**config.mk**
```make
export PLATFORM = sky130hd
export DESIGN_NAME = mem_arbiter
export DESIGN_NICKNAME = d
export VERILOG_FILES = /design/src/rtl/mem_arbiter.sv
export SDC_FILE = /design/constraint.sdc
export NUM_CORES = 1
export LEC_CHECK = 0
export BUFFER_PORTS_ARGS = -buffer_cell sky130_fd_sc_hd__buf_2
export CAP_MARGIN = 25
export CELL_PAD_IN_SITES_DETAIL_PLACEMENT = 1
export CELL_PAD_IN_SITES_GLOBAL_PLACEMENT = 1
export CORE_MARGIN = 5
export CORE_UTILIZATION = 20
export CTS_CLUSTER_DIAMETER = 200
export CTS_CLUSTER_SIZE = 12
export DETAILED_ROUTE_END_ITERATION = 12
export PLACE_DENSITY_LB_ADDON = 0.1
export SLEW_MARGIN = 30
export SYNTH_ARGS = -nofsm -noshare
export SYNTH_HDL_FRONTEND = slang
export SYNTH_SLANG_ARGS = --single-unit
```
**constraint.sdc**
```tcl
create_clock -name clk -period 2.2 [get_ports clk]
set_input_delay 0.33 -clock clk [delete_from_list [all_inputs] [get_ports clk]]
set_output_delay 0.33 -clock clk [all_outputs]
set_load 0.05 [all_outputs]
```
**src/rtl/mem_arbiter.sv**
```systemverilog
// Shares one multicycle memory between the I and D caches. An ownership FSM holds the
// grant for a whole burst and until that owner's outstanding reads have all returned.
module mem_arbiter #(
   parameter int ADDR_W  = 16,
   parameter int DATA_W  = 16,
   parameter int MAX_OUT = 4,
   parameter int CNT_W   = 3
) (
   input  logic              clk,
   input  logic              rst,
   input  logic              i_req,
   input  logic              i_ren,
   input  logic              i_wen,
   input  logic [ADDR_W-1:0] i_addr,
   input  logic [DATA_W-1:0] i_wdata,
   output logic              i_gnt,
   output logic              i_stall,
   output logic [DATA_W-1:0] i_rdata,
   output logic              i_data_valid,
   input  logic              d_req,
   input  logic              d_ren,
   input  logic              d_wen,
   input  logic [ADDR_W-1:0] d_addr,
   input  logic [DATA_W-1:0] d_wdata,
   output logic              d_gnt,
   output logic              d_stall,
   output logic [DATA_W-1:0] d_rdata,
   output logic              d_data_valid,
   output logic [ADDR_W-1:0] mem_addr,
   output logic [DATA_W-1:0] mem_wdata,
   output logic              mem_ren,
   output logic              mem_wen,
   input  logic [DATA_W-1:0] mem_rdata,
   input  logic              mem_data_valid,
   output logic              protocol_err,
   output logic [2:0]        dbg_state
);

   typedef enum logic [2:0] {
      S_IDLE    = 3'd0,
      S_I_BUSY  = 3'd1,
      S_I_DRAIN = 3'd2,
      S_D_BUSY  = 3'd3,
      S_D_DRAIN = 3'd4
   } state_t;

   state_t            r_state, w_state_nxt;
   logic [CNT_W-1:0]  r_cnt, w_cnt_nxt;
   logic              r_last_i, w_last_i_nxt;
   logic              r_err;

   logic              w_i_own, w_d_own, w_busy;
   logic              w_own_ren, w_own_wen;
   logic [ADDR_W-1:0] w_own_addr;
   logic [DATA_W-1:0] w_own_wdata;
   logic              w_rd_try, w_ovf, w_fwd_ren, w_cnt_zero, w_ret, w_err_set;

   assign w_i_own = (r_state == S_I_BUSY) || (r_state == S_I_DRAIN);
   assign w_d_own = (r_state == S_D_BUSY) || (r_state == S_D_DRAIN);
   assign w_busy  = (r_state == S_I_BUSY) || (r_state == S_D_BUSY);

   assign w_own_ren   = w_i_own ? i_ren   : d_ren;
   assign w_own_wen   = w_i_own ? i_wen   : d_wen;
   assign w_own_addr  = w_i_own ? i_addr  : d_addr;
   assign w_own_wdata = w_i_own ? i_wdata : d_wdata;

   // A write wins over a simultaneous read; a read beyond MAX_OUT in flight is refused
   // unless a return frees a slot in the same cycle.
   assign w_rd_try   = w_busy & w_own_ren & ~w_own_wen;
   assign w_ovf      = w_rd_try & (r_cnt == CNT_W'(MAX_OUT)) & ~mem_data_valid;
   assign w_fwd_ren  = w_rd_try & ~w_ovf;
   assign w_cnt_zero = (r_cnt == '0);
   assign w_ret      = mem_data_valid & ~w_cnt_zero;
   assign w_err_set  = w_ovf | (w_busy & w_own_ren & w_own_wen) | (mem_data_valid & w_cnt_zero);

   always_comb begin
      w_cnt_nxt = r_cnt;
      if (w_fwd_ren && !w_ret)
         w_cnt_nxt = r_cnt + CNT_W'(1);
      else if (!w_fwd_ren && w_ret)
         w_cnt_nxt = r_cnt - CNT_W'(1);
   end

   always_comb begin
      w_state_nxt  = r_state;
      w_last_i_nxt = r_last_i;
      case (r_state)
         S_IDLE: begin
            if (i_req && (!d_req || !r_last_i)) begin
               w_state_nxt  = S_I_BUSY;
               w_last_i_nxt = 1'b1;
            end else if (d_req) begin
               w_state_nxt  = S_D_BUSY;
               w_last_i_nxt = 1'b0;
            end
         end
         S_I_BUSY:
            if (!i_req) w_state_nxt = (w_cnt_nxt != '0) ? S_I_DRAIN : S_IDLE;
         S_I_DRAIN:
            if (w_cnt_nxt == '0) w_state_nxt = S_IDLE;
         S_D_BUSY:
            if (!d_req) w_state_nxt = (w_cnt_nxt != '0) ? S_D_DRAIN : S_IDLE;
         S_D_DRAIN:
            if (w_cnt_nxt == '0) w_state_nxt = S_IDLE;
         default:
            w_state_nxt = S_IDLE;
      endcase
   end

   always_ff @(posedge clk) begin
      if (rst) begin
         r_state  <= S_IDLE;
         r_cnt    <= '0;
         r_last_i <= 1'b0;
         r_err    <= 1'b0;
      end else begin
         r_state  <= w_state_nxt;
         r_cnt    <= w_cnt_nxt;
         r_last_i <= w_last_i_nxt;
         r_err    <= r_err | w_err_set;
      end
   end

   assign i_gnt        = w_i_own;
   assign d_gnt        = w_d_own;
   assign i_stall      = (i_req & ~w_i_own) | (w_i_own & w_ovf);
   assign d_stall      = (d_req & ~w_d_own) | (w_d_own & w_ovf);
   assign i_data_valid = w_i_own & w_ret;
   assign d_data_valid = w_d_own & w_ret;
   assign i_rdata      = i_data_valid ? mem_rdata : '0;
   assign d_rdata      = d_data_valid ? mem_rdata : '0;

   assign mem_ren      = w_fwd_ren;
   assign mem_wen      = w_busy & w_own_wen;
   assign mem_addr     = w_busy ? w_own_addr  : '0;
   assign mem_wdata    = w_busy ? w_own_wdata : '0;

   assign protocol_err = r_err;
   assign dbg_state    = r_state;

endmodule

```
==> impl_metrics.env <==
export IMPL_cts_path_max_buffers=2
export IMPL_synth_top_flop_cell="dfxtp_1"
export IMPL_synth_xor_xnor_area_share_pct=1.25
export IMPL_first_iter_violations=10
export IMPL_synth_edf_count=0
export IMPL_swShare_pct=58.7
export IMPL_hold_violations=0
export IMPL_synth_top_cell_area_share_pct=23.6
export IMPL_grt_antenna_before_repair=0
export IMPL_synth_compound_area_share_pct=18.3
export IMPL_syn_area_um2=1400
export IMPL_synth_top_family_by_area="simple AND/OR/NAND/NOR gates"
export IMPL_powerDensity_nw_per_um2=1060
export IMPL_path_clk_slew_ns=0.05
export IMPL_slew_viol_final=0
export IMPL_grt_max_degree=40
export IMPL_dpl_cell_area_um2=2520
export IMPL_die_area_um2=8770
export IMPL_cts_tree="yes"
export IMPL_reg2reg_slack_ns=0.13
export IMPL_nets=463
export IMPL_crit_arrival_ns=1.82
export IMPL_grt_usage_pct=14.2
export IMPL_worst_setup_path_end_kind="output port"
export IMPL_p_comb_share_pct=85.1
export IMPL_tightest_slew_ns=0.597
export IMPL_synthesis_nets=290
export IMPL_synth_cell_types=40
export IMPL_fin_setup_tns_ns=0
export IMPL_syn2layout_area_growth_pct=106
export IMPL_htree_levels=1
export IMPL_postSynthCellCount=198
export IMPL_synthAdderAreaFrac_pct=2.68
export IMPL_multi_input_area_um2=1360
export IMPL_switchingPower_w=0.00180
export IMPL_path_class="register to output port"
export IMPL_vias=2083
export IMPL_vdd_drop_max_mv=0.446
export IMPL_holdCritPathClass="input port to register"
export IMPL_synth_simple_area_share_pct=34.9
export IMPL_critPathLaunchType="register"
export IMPL_yosys_area_top_type="mux2i_1"
export IMPL_crit_path_top_delay_cell="dfxtp_2"
export IMPL_yosys_warnings=0
export IMPL_slew_headroom_pct=60.2
export IMPL_gp_congestion=0.755
export IMPL_crit_fanout=7
export IMPL_internal_power_w=0.00126
export IMPL_outcome="complete, no violations"
export IMPL_port_buffers=164
export IMPL_yosys_top_cells_area="mux2i_1 (24%), and2_1 (16%), nor2_1 (12%)"
export IMPL_start_util_pct=20.6
export IMPL_finalInstanceArea_um2=2890
export IMPL_rows=30
export IMPL_crit_required_ns=1.87
export IMPL_fin_crit_ns=2.15
export IMPL_grt_pass1_wl_mm=10.1
export IMPL_drc_errors=0
export IMPL_num_io_pins=165
export IMPL_max_stage_delay_ns=0.32
export IMPL_worstPathCellList="buf_4 -> xnor2_2 -> o21ai_0 -> a21bo_2 -> and2_1 -> buf_2"
export IMPL_clock_latency_ns=0.23
export IMPL_ys_async_sr_fraction_pct=0
export IMPL_cap_violations=0
export IMPL_cts_root_buf="clkbuf_8"
export IMPL_ant_nets=0
export IMPL_dpl_hpwl_mm=5.73
export IMPL_die_h_um=93.7
export IMPL_clkPwrFrac_pct=6.4
export IMPL_power_total_w=0.00306
export IMPL_synth_seq_cells=8
export IMPL_n_fill_cell=854
export IMPL_synth_mux_area_share_pct=25.2
export IMPL_setup_viol=0
export IMPL_vias_per_cell=4.47
export IMPL_drive_gt1_share_pct=71.6
export IMPL_grt_overflow=0
export IMPL_post_drt_wl_per_cell_um=15.4
export IMPL_fin_skew_ns=0.00105
export IMPL_rsz0062_at_grt="yes"
export IMPL_cts_buffers=3
export IMPL_grt_pass1_vias=2126
export IMPL_p_leak_nw=1.43
export IMPL_clock_fmax_mhz=464
export IMPL_core_um2=6790
export IMPL_die_width_um=93.7
export IMPL_yosysSeqAreaShare_pct=11.4
export IMPL_final_period_utilization_pct=97.9
export IMPL_seq_power_share_pct=8.4
export IMPL_drtPass1Iterations=3
export IMPL_antenna_cells=0
export IMPL_avgSynthCellArea_um2=7.07
export IMPL_seq_area_um2=174
export IMPL_clock_sinks=8
export IMPL_wirelength_mm=7.16
## what timing repair did
item | CTS | global route
hold buffers | 0 | 0
gates cloned | 0 | 2
resized for setup | 59 | 30
setup endpoints to repair | 37 | 36
setup buffers | 0 | 6
pin swaps | 0 | 5
## logic make-up after synthesis
group | after synthesis
AOI/OAI and AO/OA | 34
DFF | 8
buffers and inverters | 21
xor gates and xnor gates | 2
and+or+nand+nor | 95
muxes | 35
adders and majority gates | 3
## worst max-delay path, delay by kind of cell, from the launching register on
| family | cells | cell delay, ns |
|---|---|---|
| compound gates | 2 | 0.41 |
| simple gates | 1 | 0.13 |
| xor+xnor | 1 | 0.31 |
| buf+inv | 2 | 0.42 |
| flops | 1 | 0.32 |
## power by group through the flow
stage                     Clock, W  Combinational [W]  Sequential [W]
after floorplan                  0            0.00174        0.000298
after global placement           0            0.00229        0.000245
after detailed placement         0            0.00230        0.000249
after CTS                 0.000204            0.00243        0.000250
after global routing      0.000210            0.00276        0.000268
final                     0.000197            0.00261        0.000258
## synth_stat cells, types with 2 or more instances
cell type,n
dfxtp_1,8
a22oi_1,2
nor2_1,43
and2_1,35
nor2b_1,4
ha_1,3
o21ai_0,9
inv_1,7
nand2b_1,2
nor3_1,3
xnor2_1,2
clkbuf_1,9
buf_1,3
a21oi_1,8
a31oi_1,2
nand2_1,2
mux2i_1,33
## worst paths after layout
path                start  cells after the start      endpoint
max          dbg_state[1]                      6       mem_wen
max reg2reg      r_cnt[1]                      8  dbg_state[1]
min reg2reg      r_last_i                      1      r_last_i
min                 d_req                      2      r_last_i
## through the flow
step	hold slack [ns]	utilization (%)	instances	worst slack [ns]
finish	0.395	42.5	466	0.0470
CTS	0.392	40.4	458	0.00922
detailed placement	0.496	37.1	454	-0.0574
global route	0.403	42.5	466	-0.0213
global placement	0.468	37.1	454	0.0209
floorplan	0.446	-	198	0.00640
## metal layers
metal	global-route usage, %	up-vias	routed length, µm
met5	0	-	0
met4	2.53	0	39
met3	4.25	4	675
met2	29.0	93	4010
met1	13.9	965	2430
li1	-	1021	-
## cell type report
cell class | instances | area share, %
Clock buffer | 4 | 1.56
Tap cell | 96 | 4.16
Timing Repair Buffer | 182 | 40.1
Sequential cell | 8 | 6.02
Multi-Input combinational cell | 169 | 47.2
Inverter | 7 | 0.996
## cells in the final DEF (no fill, tap or decap), types with 3 or more instances in the layout
| master | synthesis | final |
|---|---|---|
| buf_2 | 1 | 130 |
| and2_1 | 35 | 13 |
| buf_4 | 0 | 29 |
| inv_1 | 7 | 4 |
| and2_2 | 0 | 4 |
| a21oi_1 | 8 | 8 |
| dfxtp_1 | 8 | 3 |
| nor2b_1 | 4 | 3 |
| and2_4 | 0 | 18 |
| buf_6 | 1 | 16 |
| dfxtp_4 | 0 | 3 |
| o21ai_0 | 9 | 7 |
| buf_8 | 0 | 6 |
| mux2i_1 | 33 | 33 |
| nor2_1 | 43 | 9 |
| nor2_2 | 0 | 33 |
| clkbuf_8 | 0 | 3 |
## registers in the layout, summed over array words and instances, names as in the netlist
| signal | count |
|---|---|
| dbg_state | 3 |
| r_cnt | 3 |
| protocol_err | 1 |
| r_last_i | 1 |
No activity file was read; power rests on OpenSTA's default activity.
